===== config.mk =====
export PLATFORM = sky130hd
export DESIGN_NAME = regfile_dump_reader
export DESIGN_NICKNAME = d
export VERILOG_FILES = /design/src/rtl/regfile_pkg.sv /design/src/rtl/regfile_dump_reader_out_stage.sv /design/src/rtl/regfile_dump_reader.sv
export SDC_FILE = /design/constraint.sdc
export NUM_CORES = 1
export LEC_CHECK = 0
export BUFFER_PORTS_ARGS = -buffer_cell sky130_fd_sc_hd__buf_2
export CAP_MARGIN = 20
export CORE_MARGIN = 8
export CORE_UTILIZATION = 29
export CTS_CLUSTER_DIAMETER = 40
export CTS_CLUSTER_SIZE = 24
export DETAILED_ROUTE_END_ITERATION = 10
export GPL_TIMING_DRIVEN = 0
export PLACE_DENSITY = 0.55
export SLEW_MARGIN = 10
export SYNTH_ARGS = -nofsm -noshare
export SYNTH_HDL_FRONTEND = slang
export SYNTH_HIERARCHICAL = 1
export SYNTH_SLANG_ARGS = --single-unit
export TNS_END_PERCENT = 5

===== constraint.sdc =====
create_clock -name clk_i -period 3.4 [get_ports clk_i]
set_input_delay 0.51 -clock clk_i [delete_from_list [all_inputs] [get_ports clk_i]]
set_output_delay 0.51 -clock clk_i [all_outputs]
set_load 0.005 [all_outputs]

===== src/rtl/regfile_pkg.sv =====
// Shared constants and dump FSM state type for the 32x64 register file
// and its read-side consumers.
package regfile_pkg;

   localparam int NUM_REGS   = 32;
   localparam int DATA_WIDTH = 64;
   localparam int ADDR_WIDTH = $clog2(NUM_REGS);

   typedef enum logic [1:0] {
      IDLE,
      RUN,
      DRAIN,
      DONE
   } dump_state_t;

endpackage


===== src/rtl/regfile_dump_reader_out_stage.sv =====
// Valid/ready output register for the dump stream: holds one captured word
// until the consumer takes it.
module dump_out_stage
   import regfile_pkg::*;
(
   input  logic                  clk_i,
   input  logic                  reset_i,
   input  logic                  load_i,
   input  logic [DATA_WIDTH-1:0] data_i,
   input  logic [ADDR_WIDTH-1:0] index_i,
   input  logic                  out_ready_i,
   output logic                  out_valid_o,
   output logic [DATA_WIDTH-1:0] out_data_o,
   output logic [ADDR_WIDTH-1:0] out_index_o
);

   logic                  valid_q, valid_d;
   logic [DATA_WIDTH-1:0] data_q, data_d;
   logic [ADDR_WIDTH-1:0] index_q, index_d;

   // A load always wins: the caller only loads when the slot is empty or
   // being emptied in the same cycle.
   always_comb begin
      valid_d = valid_q;
      data_d  = data_q;
      index_d = index_q;
      if (load_i) begin
         valid_d = 1'b1;
         data_d  = data_i;
         index_d = index_i;
      end else if (valid_q && out_ready_i) begin
         valid_d = 1'b0;
      end
   end

   always_ff @(posedge clk_i or posedge reset_i) begin
      if (reset_i) begin
         valid_q <= 1'b0;
         data_q  <= '0;
         index_q <= '0;
      end else begin
         valid_q <= valid_d;
         data_q  <= data_d;
         index_q <= index_d;
      end
   end

   assign out_valid_o = valid_q;
   assign out_data_o  = data_q;
   assign out_index_o = index_q;

endmodule


===== src/rtl/regfile_dump_reader.sv =====
// Walks every register-file address once per start and streams the values
// out over valid/ready, followed by a single-cycle done pulse.
//
// state | meaning
// IDLE  | waiting for start; rd_addr parked at 0
// RUN   | presenting idx to the read port, loading words as the slot frees
// DRAIN | last word loaded, waiting for it to be accepted
// DONE  | one-cycle done pulse, start ignored
module regfile_dump_reader
   import regfile_pkg::*;
(
   input  logic                  clk_i,
   input  logic                  reset_i,
   input  logic                  start_i,
   output logic                  busy_o,
   output logic                  done_o,
   output logic [ADDR_WIDTH-1:0] rd_addr_o,
   input  logic [DATA_WIDTH-1:0] rd_data_i,
   output logic                  out_valid_o,
   input  logic                  out_ready_i,
   output logic [DATA_WIDTH-1:0] out_data_o,
   output logic [ADDR_WIDTH-1:0] out_index_o
);

   localparam logic [ADDR_WIDTH-1:0] LAST_IDX = ADDR_WIDTH'(NUM_REGS - 1);

   dump_state_t           state_q, state_d;
   logic [ADDR_WIDTH-1:0] idx_q, idx_d;
   logic                  load;
   logic                  out_valid;

   assign load = (state_q == RUN) && (!out_valid || out_ready_i);

   always_comb begin
      state_d = state_q;
      idx_d   = idx_q;
      unique case (state_q)
         IDLE: begin
            if (start_i) begin
               idx_d   = '0;
               state_d = RUN;
            end
         end
         RUN: begin
            // idx parks on the last address instead of wrapping
            if (load) begin
               if (idx_q == LAST_IDX) state_d = DRAIN;
               else                   idx_d   = idx_q + ADDR_WIDTH'(1);
            end
         end
         DRAIN: begin
            if (out_valid && out_ready_i) state_d = DONE;
         end
         DONE:    state_d = IDLE;
         default: state_d = IDLE;
      endcase
   end

   always_ff @(posedge clk_i or posedge reset_i) begin
      if (reset_i) begin
         state_q <= IDLE;
         idx_q   <= '0;
      end else begin
         state_q <= state_d;
         idx_q   <= idx_d;
      end
   end

   assign busy_o    = (state_q == RUN) || (state_q == DRAIN);
   assign done_o    = (state_q == DONE);
   assign rd_addr_o = busy_o ? idx_q : '0;

   dump_out_stage u_out_stage (
      .clk_i       (clk_i),
      .reset_i     (reset_i),
      .load_i      (load),
      .data_i      (rd_data_i),
      .index_i     (idx_q),
      .out_ready_i (out_ready_i),
      .out_valid_o (out_valid),
      .out_data_o  (out_data_o),
      .out_index_o (out_index_o)
   );

   assign out_valid_o = out_valid;

endmodule

==> results of run 1 <==
[cells by family (layout without fill, tap and decap cells)]
group | Yosys count | in the layout | share of synthesized area
buf+inv | 14 | 175 | 0.0497
mux | 71 | 71 | 0.304
xor+xnor | 1 | 1 | 0.00250
compound gates | 10 | 10 | 0.0268
fa+ha+maj | 7 | 7 | 0.0250
simple gates | 17 | 17 | 0.0415
flops | 77 | 77 | 0.551
[worst min path at each step]
stage | from | to | slack (ns) | cells past startpoint
after floorplan | reset_i | idx_q[0]$_DFFE_PP0P_ | 0.31 | 1
after global placement | reset_i | state_q[1]$_DFFE_PP0P_ | 0.48 | 2
after detailed placement | u_out_stage/out_data_o[58]$_DFFE_PP0P_ | u_out_stage/out_data_o[58]$_DFFE_PP0P_ | 0.49 | 1
after CTS | reset_i | idx_q[4]$_DFFE_PP0P_ | 0.14 | 2
after global routing | reset_i | idx_q[4]$_DFFE_PP0P_ | 0.15 | 2
final | reset_i | idx_q[4]$_DFFE_PP0P_ | 0.14 | 2
[through the flow]
stage,setup slack [ns],util
CTS,1.30,0.402
global placement,0.182,0.370
global route,1.21,0.402
detailed placement,1.38,0.372
floorplan,1.12,-
finish,1.34,0.402
[registers in the layout (all words and copies together), names as in the netlist]
name and cells:
idx_q 5, u_out_stage/out_index_o 5, state_q 2, u_out_stage/out_data_o 64, u_out_stage/out_valid_o 1
[power by group through the flow]
stage	Combinational, mW	Clock (mW)	Sequential [mW]
6_report	2.23	1.15	1.63
5_1_grt	2.41	1.24	1.69
4_1_cts	2.29	1.20	1.64
3_5_place_dp	2.27	0	1.64
3_3_place_gp	2.25	0	1.63
2_1_floorplan	1.50	0	1.66
[metal layers]
layer	GRT usage	routed length (µm)
met1	0.121	3450
met2	0.170	3960
met3	0.0502	539
met5	0	0
met4	0.0361	90
[layout make-up]
class / instances / area (µm²) / area share
plain buffers: 8 / 151 / 0.0316
clock inverters: 7 / 138 / 0.0287
flip-flops and latches: 77 / 1930 / 0.402
clock buffers: 9 / 225 / 0.0470
multi-input cells: 106 / 1400 / 0.292
repair buffers: 145 / 741 / 0.155
inverters: 6 / 25.0 / 0.00523
well taps: 147 / 184 / 0.0384
[critical path, delay by kind of cell (launching register included)]
| kind | cells | cell delay (ns) |
|---|---|---|
| DFF | 1 | 0.40 |
| adders and majority gates | 1 | 0.40 |
| buffers and inverters | 2 | 0.23 |
| and+or+nand+nor | 1 | 0.19 |
[cell usage after synthesis]
cell | instances | share of area
nor4b_4 | 1 | 0.0068
nand2b_4 | 1 | 0.0039
mux2_4 | 70 | 0.30
nand2_1 | 1 | 0.0011
o21ai_1 | 1 | 0.0014
a211o_1 | 1 | 0.0025
buf_6 | 1 | 0.0032
nor2b_4 | 1 | 0.0039
a2bb2oi_1 | 1 | 0.0025
nand3_1 | 1 | 0.0014
o22ai_1 | 1 | 0.0018
dfrtp_1 | 77 | 0.55
inv_1 | 6 | 0.0064
and3b_1 | 1 | 0.0025
mux2_2 | 1 | 0.0032
a21o_1 | 1 | 0.0021
xnor2_1 | 1 | 0.0025
and3_1 | 1 | 0.0018
a22o_1 | 3 | 0.0075
and2b_4 | 1 | 0.0029
and2_1 | 5 | 0.0089
and2b_2 | 1 | 0.0025
nor2_1 | 1 | 0.0011
nand2b_1 | 1 | 0.0018
and4b_1 | 1 | 0.0029
buf_12 | 7 | 0.040
a221oi_4 | 1 | 0.0075
a21oi_1 | 1 | 0.0014
ha_1 | 7 | 0.025
==> metrics.cfg, run 1 <==
[drt]
vias_per_cell = 4.22
vias = 2129
drc = 0
antenna_left = 0
wl_per_cell_um = 15.9
drt_first_pass_iters = 3
first_iter_violations = 53
wirelength_um = 8040

[timing]
max_freq_mhz = 485
finalHoldViolations = 0
finalSetupTns_ns = 0
skew_ns = 0.00396
tightest_slew_ns = 0.450
period_needed_ns = 2.06
slew_headroom = 0.700
timing.final.crit_share = 0.607
whs_ns = 0.142
setup_violations = 0
finalMaxSlewViolations = 0
rsz0062_at_grt = false

[power]
ir_worst_vdd_v = 0.000404
power.leakage_nw = 2.46
clkPwrFrac = 0.230
combPwrFrac = 0.445
power_mw = 5.02
p_sw_mw = 1.43
power_density_nw_per_um2 = 1050
power_frac_seq = 0.325
p_sw_frac = 0.285
intPower_mw = 3.59

[finish]
stdcell_count = 505
drive_gt1_frac = 0.690
final_common_cell = buf_2
final_area_um2 = 4790
n_fill_cell = 1156
num_antenna_cells = 0
nets = 428
final_cell_mix = 144 x buf_2, 77 x dfrtp_1, 70 x mux2_4, 9 x clkbuf_16, 8 x buf_12
syn2layout_area_growth_pct = 36.9

[clock_network]
post_cts_buffers = 0
cts_resized = 0
cts.sinks = 77
hold_buffers = 0
cts_root_buf = clkbuf_16
htree_levels = 3
cts_buffers = 9
clock_latency_ns = 0.33
path_clk_slew_ns = 0.06
cts_tree = done
cts_buffer_depth = 2

[placed_design]
io_buffer_count = 144
place_congestion = 0.723
dpl-instance-area_um2 = 4430
dp_cells = 489
dpl.hpwl_um = 6050

[die]
pin_count = 145
start_util = 0.294
std_cell_rows = 40
die_area_um2 = 15800
die_x_um = 126
die_h_um = 126
coreArea_um2 = 11900

[synthesis]
ys_seq_elements = 77
yosys.cell_types.count = 29
ys.warnings.count = 6
netlist_area_um2 = 3500
synth_cells = 197
yosysSeqAreaShare = 0.551
syn-mean-instance-area_um2 = 17.8
syn-num-nets = 272

[grt]
grt_pass1_vias = 2481
grt_first_pass_wirelength_um = 13200
grt.overflow.total = 0
track_usage = 0.106
grt_max_degree = 38
antenna_found_initial = 0

[worst_hold_path]
hold_path.class = primary input to asynchronous set/reset pin

[critical_path]
end_kind = output port
r2r_setup_slack_ns = 1.39
crit_path_max_incr_delay_ns = 0.40
criticalPathCategory = register to output port
reg2reg_to = idx_q[2]$_DFFE_PP0P_
ff2ff_path_depth = 7
arrival_ns = 1.55
crit_fanout = 7
required_ns = 2.89
setup.worst_path.start = state_q[0]$_DFFE_PP0P_
slowest_stage = dfrtp_1
critPathCapture = rd_addr_o[1]
r2r-start = idx_q[0]$_DFFE_PP0P_
startpoint_type = register
path_cells = inv_1 -> ha_1 -> and2_1 -> buf_2

[flow_run]
maxCapViolations = 0

[outcome]
status = finished, final reports clean

No activity file was read; power rests on OpenSTA's default activity.
==> inputs of run 2 (changes only) <==
==> constraint.sdc (replaced) <==
create_clock -name clk_i -period 2.1 [get_ports clk_i]
set_input_delay 0.315 -clock clk_i [delete_from_list [all_inputs] [get_ports clk_i]]
set_output_delay 0.315 -clock clk_i [all_outputs]
set_load 0.005 [all_outputs]
==> run 2 against run 1 <==
Clock power is 63% higher. Critical path type is now register to register. Combinational power rose by 62%. Worst setup slack got worse by 1.2 ns. Non-clock buffer count grew 1. Design area up 0.37%. Total power grew 62%.
==> metrics.cfg, run 2 (synthesized netlist as in run 1, its figures left out) <==
[outcome]
status = finished, final reports clean

[worst_hold_path]
hold_path.class = primary input to register

[die]
coreArea_um2 = 11900  ; unchanged
die_x_um = 126  ; unchanged
die_area_um2 = 15800  ; unchanged
pin_count = 145  ; unchanged
std_cell_rows = 40  ; unchanged
die_h_um = 126  ; unchanged
start_util = 0.294  ; unchanged

[drt]
drc = 0  ; unchanged
vias_per_cell = 4.20  ; -0.34%
vias = 2126  ; -0.14%
wirelength_um = 8030  ; about the same
wl_per_cell_um = 15.9  ; -0.30%
antenna_left = 0  ; unchanged
first_iter_violations = 59  ; +11%
drt_first_pass_iters = 3  ; unchanged

[placed_design]
dp_cells = 489  ; unchanged
dpl.hpwl_um = 6050  ; unchanged
place_ws_ns = 0.0836  ; -1.30 ns
io_buffer_count = 144  ; unchanged
place_congestion = 0.723  ; unchanged
dpl-instance-area_um2 = 4430  ; unchanged

[clock_network]
path_clk_slew_ns = 0.06  ; about the same
cts_root_buf = clkbuf_16
htree_levels = 3  ; unchanged
cts.sinks = 77  ; unchanged
cts_tree = done
clock_latency_ns = 0.33  ; about the same
cts_buffer_depth = 2  ; unchanged
cts_buffers = 9  ; unchanged
post_cts_buffers = 0  ; unchanged

[finish]
nets = 429  ; +0.23%
stdcell_count = 506  ; +0.20%
final_util = 0.403  ; +0.00147
syn2layout_area_growth_pct = 37.4
drive_gt1_frac = 0.696  ; +0.00643
final_area_um2 = 4810  ; +0.37%
largest_reg_flops = 64  ; unchanged
num_antenna_cells = 0  ; unchanged
final_common_cell = buf_2
final_cell_mix = 144 x buf_2, 76 x dfrtp_1, 70 x mux2_4, 9 x clkbuf_16, 8 x buf_12

[critical_path]
crit_family = compound AO/OA/AOI/OAI gates
arrival_ns = 2.14  ; +0.59 ns
required_ns = 2.32  ; -0.57 ns
path_cells = ha_1 -> and3_1 -> ha_2 -> nand2b_1 -> o22ai_1 -> o21ai_2 -> a211o_1
crit_path_max_incr_delay_ns = 0.44  ; +0.04 ns
criticalPathCategory = register to register
startpoint_type = register
end_kind = register
r2r_setup_slack_ns = 0.18  ; -1.21 ns
slowest_stage = dfrtp_2
crit_fanout = 5  ; -2
worst-path-buf-inv = 0  ; -2

[power]
power_density_nw_per_um2 = 1690  ; +62%
power.leakage_nw = 2.46  ; about the same
ir_worst_vdd_v = 0.000625  ; +55%

[grt]
grt.overflow.total = 0  ; unchanged
grt_max_degree = 38  ; unchanged
grt_pass1_vias = 2481  ; unchanged
antenna_found_initial = 0  ; unchanged
track_usage = 0.106  ; unchanged
grt_first_pass_wirelength_um = 13200  ; unchanged

[timing]
tightest_slew_ns = 0.449  ; -0.000736 ns
slew_headroom = 0.701  ; about the same
skew_ns = 0.00395  ; -0.0000127 ns
setup_violations = 0  ; unchanged
period_needed_ns = 1.92
timing.final.ws_setup_ns = 0.178  ; -1.16 ns
timing.final.crit_share = 0.915
rsz0062_at_grt = false
finalMaxSlewViolations = 0  ; unchanged
finalHoldViolations = 0  ; unchanged
max_freq_mhz = 520

[flow_run]
maxCapViolations = 0  ; unchanged

run 2: cell count changes in the layout (fill, tap and decap cells not counted):
| cell | delta |
|---|---|
| ha_1 | -1 |
| o21ai_1 | -1 |
| ha_2 | +1 |
| o21ai_2 | +1 |
| dfrtp_2 | +1 |
| dlygate4sd3_1 | +1 |
| dfrtp_1 | -1 |
run 2: layout make-up:
class | count | area, µm²
tap | 147 | 184
clock inverter | 7 | 138
inverter | 6 | 25.0
multi-input combinational | 106 | 1400
buffer | 8 | 151
timing repair buffer | 146 | 751
clock buffer | 9 | 225
sequential | 77 | 1930
fill | 1153 | 7110
run 2: path summary, 6_finish.rpt:
path,from,cells after the start,end
max in group asynchronous,reset_i,4,u_out_stage/out_data_o[63]$_DFFE_PP0P_
worst min-delay path,rd_data_i[60],2,u_out_stage/out_data_o[60]$_DFFE_PP0P_
min in group asynchronous,reset_i,3,idx_q[4]$_DFFE_PP0P_
worst max-delay path,idx_q[0]$_DFFE_PP0P_,7,idx_q[2]$_DFFE_PP0P_
worst max register to register,idx_q[0]$_DFFE_PP0P_,7,idx_q[2]$_DFFE_PP0P_
worst min register to register,u_out_stage/out_data_o[42]$_DFFE_PP0P_,1,u_out_stage/out_data_o[42]$_DFFE_PP0P_
run 2: power breakdown:
| part | internal, mW | switching, mW |
|---|---|---|
| clock network | 1.28 | 0.593 |
| registers | 2.23 | 0.414 |
| logic | 2.31 | 1.31 |
run 2: worst reg2reg max path, stage by stage (launching register included):
cell      delay [ns]
dfrtp_2         0.44
ha_1            0.23
and3_1          0.19
ha_2            0.21
nand2b_1        0.16
o22ai_1         0.15
o21ai_2         0.12
a211o_1         0.30
run 2: metal layers:
metal  part of all wire  routed length (µm)  vias to the layer above  GRT usage
li1                   -                   -                     1000          -
met1               0.42                3410                     1047      0.121
met2               0.50                3980                       71      0.170
met3              0.069                 554                        8     0.0502
met4              0.011                  90                        0     0.0361
met5                  0                   0                        -          0
run 2: through the flow:
stage	TNS [ns]	hold WS, ns	total power [mW]
finish	0	0.206	8.14
global route	0	0.187	8.66
global placement	-64.35	0.290	6.29
floorplan	0	0.118	5.12
detailed placement	0	0.312	6.34
CTS	0	0.186	8.30
run 2: timing repair:
action / CTS / global route
resized for setup: 0 / 3
hold endpoints to repair: 7 / 0
endpoints found under the setup margin: 0 / 2
hold buffers: 1 / 0
